--- config.mk ---
export PLATFORM = sky130hd
export DESIGN_NAME = serial_add_ctrl
export DESIGN_NICKNAME = d
export VERILOG_FILES = /design/src/rtl/serial_add_ctrl.sv
export SDC_FILE = /design/constraint.sdc
export NUM_CORES = 1
export LEC_CHECK = 0
export CAP_MARGIN = 10
export CORE_MARGIN = 1.5
export CORE_UTILIZATION = 25
export DETAILED_ROUTE_END_ITERATION = 7
export REMOVE_ABC_BUFFERS = 1
export SYNTH_ARGS = -nofsm -noshare
export SYNTH_HDL_FRONTEND = slang
export SYNTH_SLANG_ARGS = --single-unit
--- constraint.sdc ---
create_clock -name clk -period 1.5 [get_ports clk]
set_clock_uncertainty 0.1 [all_clocks]
set_input_delay 0.225 -clock clk [delete_from_list [all_inputs] [get_ports clk]]
set_output_delay 0.225 -clock clk [all_outputs]
set_load 0.05 [all_outputs]
--- src/rtl/serial_add_ctrl.sv ---
// Bit-serial add/subtract controller: time-multiplexes a single FullAdder cell
// over WIDTH clocks, LSB first, with a start/busy/done handshake.
module serial_add_ctrl #(
    parameter int WIDTH = 8
) (
    input  logic             clk,
    input  logic             rst_n,
    input  logic             start,
    input  logic             sub,
    input  logic [WIDTH-1:0] a,
    input  logic [WIDTH-1:0] b,
    input  logic             cin,
    output logic             busy,
    output logic             done,
    output logic [WIDTH-1:0] sum,
    output logic             cout,
    output logic             ovf
);
    localparam int CW = (WIDTH > 1) ? $clog2(WIDTH) : 1;
    localparam logic [CW-1:0] LAST_CNT = CW'(WIDTH - 1);

    typedef enum logic [1:0] {
        IDLE = 2'd0,
        RUN  = 2'd1,
        DONE = 2'd2
    } state_t;

    state_t           state_r;
    state_t           state_s;
    logic [WIDTH-1:0] a_sr_r;
    logic [WIDTH-1:0] b_sr_r;
    logic [WIDTH-1:0] res_sr_r;
    logic             carry_r;
    logic [CW-1:0]    cnt_r;
    logic             fa_cout_s;
    logic             fa_sum_s;
    logic             last_s;
    logic             busy_s;
    logic             done_s;

    FullAdder u_fa (
        .A    (a_sr_r[0]),
        .B    (b_sr_r[0]),
        .Cin  (carry_r),
        .Cout (fa_cout_s),
        .Sum  (fa_sum_s)
    );

    assign last_s = (state_r == RUN) && (cnt_r == LAST_CNT);

    // FSM state register
    always_ff @(posedge clk or negedge rst_n) begin
        if (!rst_n) begin
            state_r <= IDLE;
        end else begin
            state_r <= state_s;
        end
    end

    // FSM next-state logic
    always_comb begin
        state_s = state_r;
        case (state_r)
            IDLE: begin
                if (start) begin
                    state_s = RUN;
                end else begin
                    state_s = IDLE;
                end
            end
            RUN: begin
                if (last_s) begin
                    state_s = DONE;
                end else begin
                    state_s = RUN;
                end
            end
            DONE:    state_s = IDLE;
            default: state_s = IDLE;
        endcase
    end

    // FSM output decode; busy drops on the final RUN edge so it never overlaps done
    always_comb begin
        busy_s = 1'b0;
        done_s = 1'b0;
        case (state_r)
            RUN: begin
                if (last_s) begin
                    done_s = 1'b1;
                end else begin
                    busy_s = 1'b1;
                end
            end
            default: begin
                busy_s = 1'b0;
                done_s = 1'b0;
            end
        endcase
    end

    // Handshake output registers
    always_ff @(posedge clk or negedge rst_n) begin
        if (!rst_n) begin
            busy <= 1'b0;
            done <= 1'b0;
        end else begin
            busy <= busy_s;
            done <= done_s;
        end
    end

    // Operand capture, serial shifting and result/flag registers
    always_ff @(posedge clk or negedge rst_n) begin
        if (!rst_n) begin
            a_sr_r   <= '0;
            b_sr_r   <= '0;
            res_sr_r <= '0;
            carry_r  <= 1'b0;
            cnt_r    <= '0;
            sum      <= '0;
            cout     <= 1'b0;
            ovf      <= 1'b0;
        end else begin
            case (state_r)
                IDLE: begin
                    if (start) begin
                        a_sr_r  <= a;
                        b_sr_r  <= sub ? ~b : b;
                        carry_r <= sub ? 1'b1 : cin;
                        cnt_r   <= '0;
                    end else begin
                        cnt_r   <= cnt_r;
                    end
                end
                RUN: begin
                    res_sr_r <= {fa_sum_s, res_sr_r[WIDTH-1:1]};
                    a_sr_r   <= {1'b0, a_sr_r[WIDTH-1:1]};
                    b_sr_r   <= {1'b0, b_sr_r[WIDTH-1:1]};
                    carry_r  <= fa_cout_s;
                    cnt_r    <= cnt_r + CW'(1);
                    if (last_s) begin
                        sum  <= {fa_sum_s, res_sr_r[WIDTH-1:1]};
                        cout <= fa_cout_s;
                        // carry_r still holds the carry into the MSB here
                        ovf  <= carry_r ^ fa_cout_s;
                    end else begin
                        cout <= cout;
                    end
                end
                default: begin
                    cnt_r <= cnt_r;
                end
            endcase
        end
    end
endmodule

// One-bit full adder cell shared by the serial datapath.
module FullAdder (
    input  logic A,
    input  logic B,
    input  logic Cin,
    output logic Cout,
    output logic Sum
);
    assign Sum  = A ^ B ^ Cin;
    assign Cout = (A & B) | (Cin & (A ^ B));
endmodule

==> flow_summary.toml <==
[critical_path]
critPathLaunchType = "register"
cp.required_ns = 1.58
critPathMaxFanout = 12
crit_chain = "ha_2 -> ha_4 -> nand3b_1 -> buf_12 -> mux2_2"
path_delay_family = "flip-flops"
path_class = "register to register"
cp.arrival_ns = 1.65
critPathCaptureType = "register"
path_buf_inv = 1
cpMaxStageDelayCell = "dfrtp_1"
critical-path-max-stage-delay_ns = 0.40

[sta]
worst_slack_ns = -0.0718
slew_headroom = 0.706
max_freq_mhz = 636
fin_crit_ns = 1.57
fin_setup_tns_ns = -0.586
hold_viol = 0
worst_slew_pin_slew_ns = 0.441
setup_viol = 9
slew_viol_final = 0
rsz0062_at_grt = "true"
min_period_over_period = 1.05
whs_ns = 0.303

[grt]
grt_pass1_vias = 1184
grt_usage = 0.0991
grt_overflow = 0
grt_first_pass_wirelength_microns = 5730
grt_max_degree = 24
antenna_found_initial = 0

[cells_and_area]
layout_common_cells = "dfrtp_1, clkdlybuf4s50_1, mux2_2, nand2_1, buf_12"
nets = 216
drive_gt1_frac = 0.326
area_delta_synth_final_pct = 42.8
final_util = 0.371
final_common_cell = "dfrtp_1"
antenna_cells = 0

[floorplan]
die-area_sq_um = 7570
ios = 33
start_util = 0.260
die_w_microns = 87.0
row_count = 30
coreArea_sq_um = 6790
die_h_microns = 87.0

[outcome]
run_status = "finished with violations"
violations = "negative setup slack"

[worst_hold_path]
hold_class = "input pin to asynchronous set/reset pin"

[pwr]
peakVddDrop_uv = 560
p_leak_nw = 1.09
p_per_area_nw_per_um2 = 2040

[clocking]
cts_tree = "built"
cts-root-buf = "clkbuf_8"
cts-buffers-inserted = 5
clockBufferDepth = 2
worstSkewPairLatency_ns = 0.29
cts_max_level = 2
clk_pin_slew_ns = 0.08
clock-sinks = 40

[detailed_routing]
postRouteAntennaNets = 0
routedWlPerCell_microns = 11.6
num_vias = 1217
dr.pass1.iters = 4
remaining_drc_errors = 0
avgViaCountPerCell = 4.21
drt_first_iter_violations = 38
routed_wl_microns = 3350

[synthesis]
synth_area_leaders = "dfrtp_1, mux2_2, xnor2_1"
ys_warn_count = 0
synth-async-reset-ratio = 1.00
synth_area_leader_cell = "dfrtp_1"
yosysSeqAreaShare = 0.567
synthCells = 147
synth_area_per_cell_sq_um = 12.0
synth.top_cell.area_share = 0.567
ys_ff_latch = 40
synth_flop_cell = "dfrtp_1"
synth_edf_count = 0
syn_area_sq_um = 1760
synthDistinctLibCells = 30

[placed_design]
place_congestion = 0.739
dp_hpwl_microns = 2400
portBuffers = 32

[flow_run]
cap_violations = 0
repair_timing:
action,in CTS,in global routing
setup endpoints to repair,9,22
hold endpoints to repair,17,0
resized for setup,4,3
hold buffers,1,0
buffers inserted,0,0
logic make-up (layout without fill, tap and decap cells):
family	count (synthesis)	in the layout	share of synthesized area
flops	40	40	0.567
mux	16	16	0.102
compound gates	33	33	0.130
buf+inv	13	59	0.0404
simple gates	33	33	0.0894
xor+xnor	9	9	0.0447
fa+ha+maj	3	3	0.0255
per-layer routing:
metal	share of wire	vias up	track usage
li1	-	601	-
met1	0.52	580	0.143
met2	0.42	31	0.136
met3	0.043	5	0.0341
met4	0.011	0	0.0352
met5	0	-	0
path summary, 6_finish.rpt:
kind / from / endpoint / slack (ns) / cells past startpoint
hold reg to reg: a_sr_r[3] / a_sr_r[3] / 0.38 / 2
setup reg to reg: cnt_r[0] / sum[3] / -0.07 / 5
hold / removal: rst_n / ovf / 0.30 / 2
setup / recovery: cnt_r[0] / sum[3] / -0.07 / 5
max in group asynchronous: rst_n / state_r[0] / 0.52 / 3
min in group clk: a_sr_r[3] / a_sr_r[3] / 0.38 / 2
area by class of cell:
cell class / instances / area [sq um]
multi-input cells: 94 / 716
clock inverters: 3 / 18.8
repair buffers: 48 / 583
fillers: 671 / 4270
flip-flops and latches: 40 / 1000
clock buffers: 5 / 68.8
well taps: 96 / 120
inverters: 3 / 11.3
Yosys cell counts, types with 3 or more instances:
| library cell | instances |
|---|---|
| o21ai_0 | 13 |
| a21oi_1 | 3 |
| dfrtp_1 | 40 |
| a22oi_1 | 6 |
| xnor2_1 | 8 |
| nor2_1 | 8 |
| a221o_2 | 4 |
| inv_1 | 3 |
| nand3_1 | 3 |
| nand2_1 | 14 |
| buf_2 | 4 |
| mux2_2 | 16 |
worst reg2reg max path: stages, from the launching register on:
cell	delay, ns
dfrtp_1	0.40
ha_2	0.21
ha_4	0.16
nand3b_1	0.12
buf_12	0.15
mux2_2	0.33
power breakdown:
group          internal (W)  leakage [nW]  switching [W]  total (W)
Combinational       0.00135         0.542        0.00112    0.00247
Clock              0.000324        0.0479       0.000385   0.000710
Sequential          0.00156         0.502       0.000393    0.00196
flip-flops by register name, summed over array words and instances, names as in the netlist:
signal,flops
busy,1
cout,1
carry_r,1
b_sr_r,8
res_sr_r,7
sum,8
ovf,1
state_r,1
cnt_r,3
a_sr_r,8
done,1
through the flow:
stage	instance area [sq um]	setup slack [ns]	total power [W]	std cells
global route	2520	-0.116	0.00546	289
global placement	2400	-0.155	0.00436	280
CTS	2510	-0.0804	0.00518	289
finish	2520	-0.0718	0.00513	289
floorplan	1700	-0.462	0.00321	137
detailed placement	2400	-0.179	0.00442	280
Note: power is estimated with default switching activity, not from simulation.
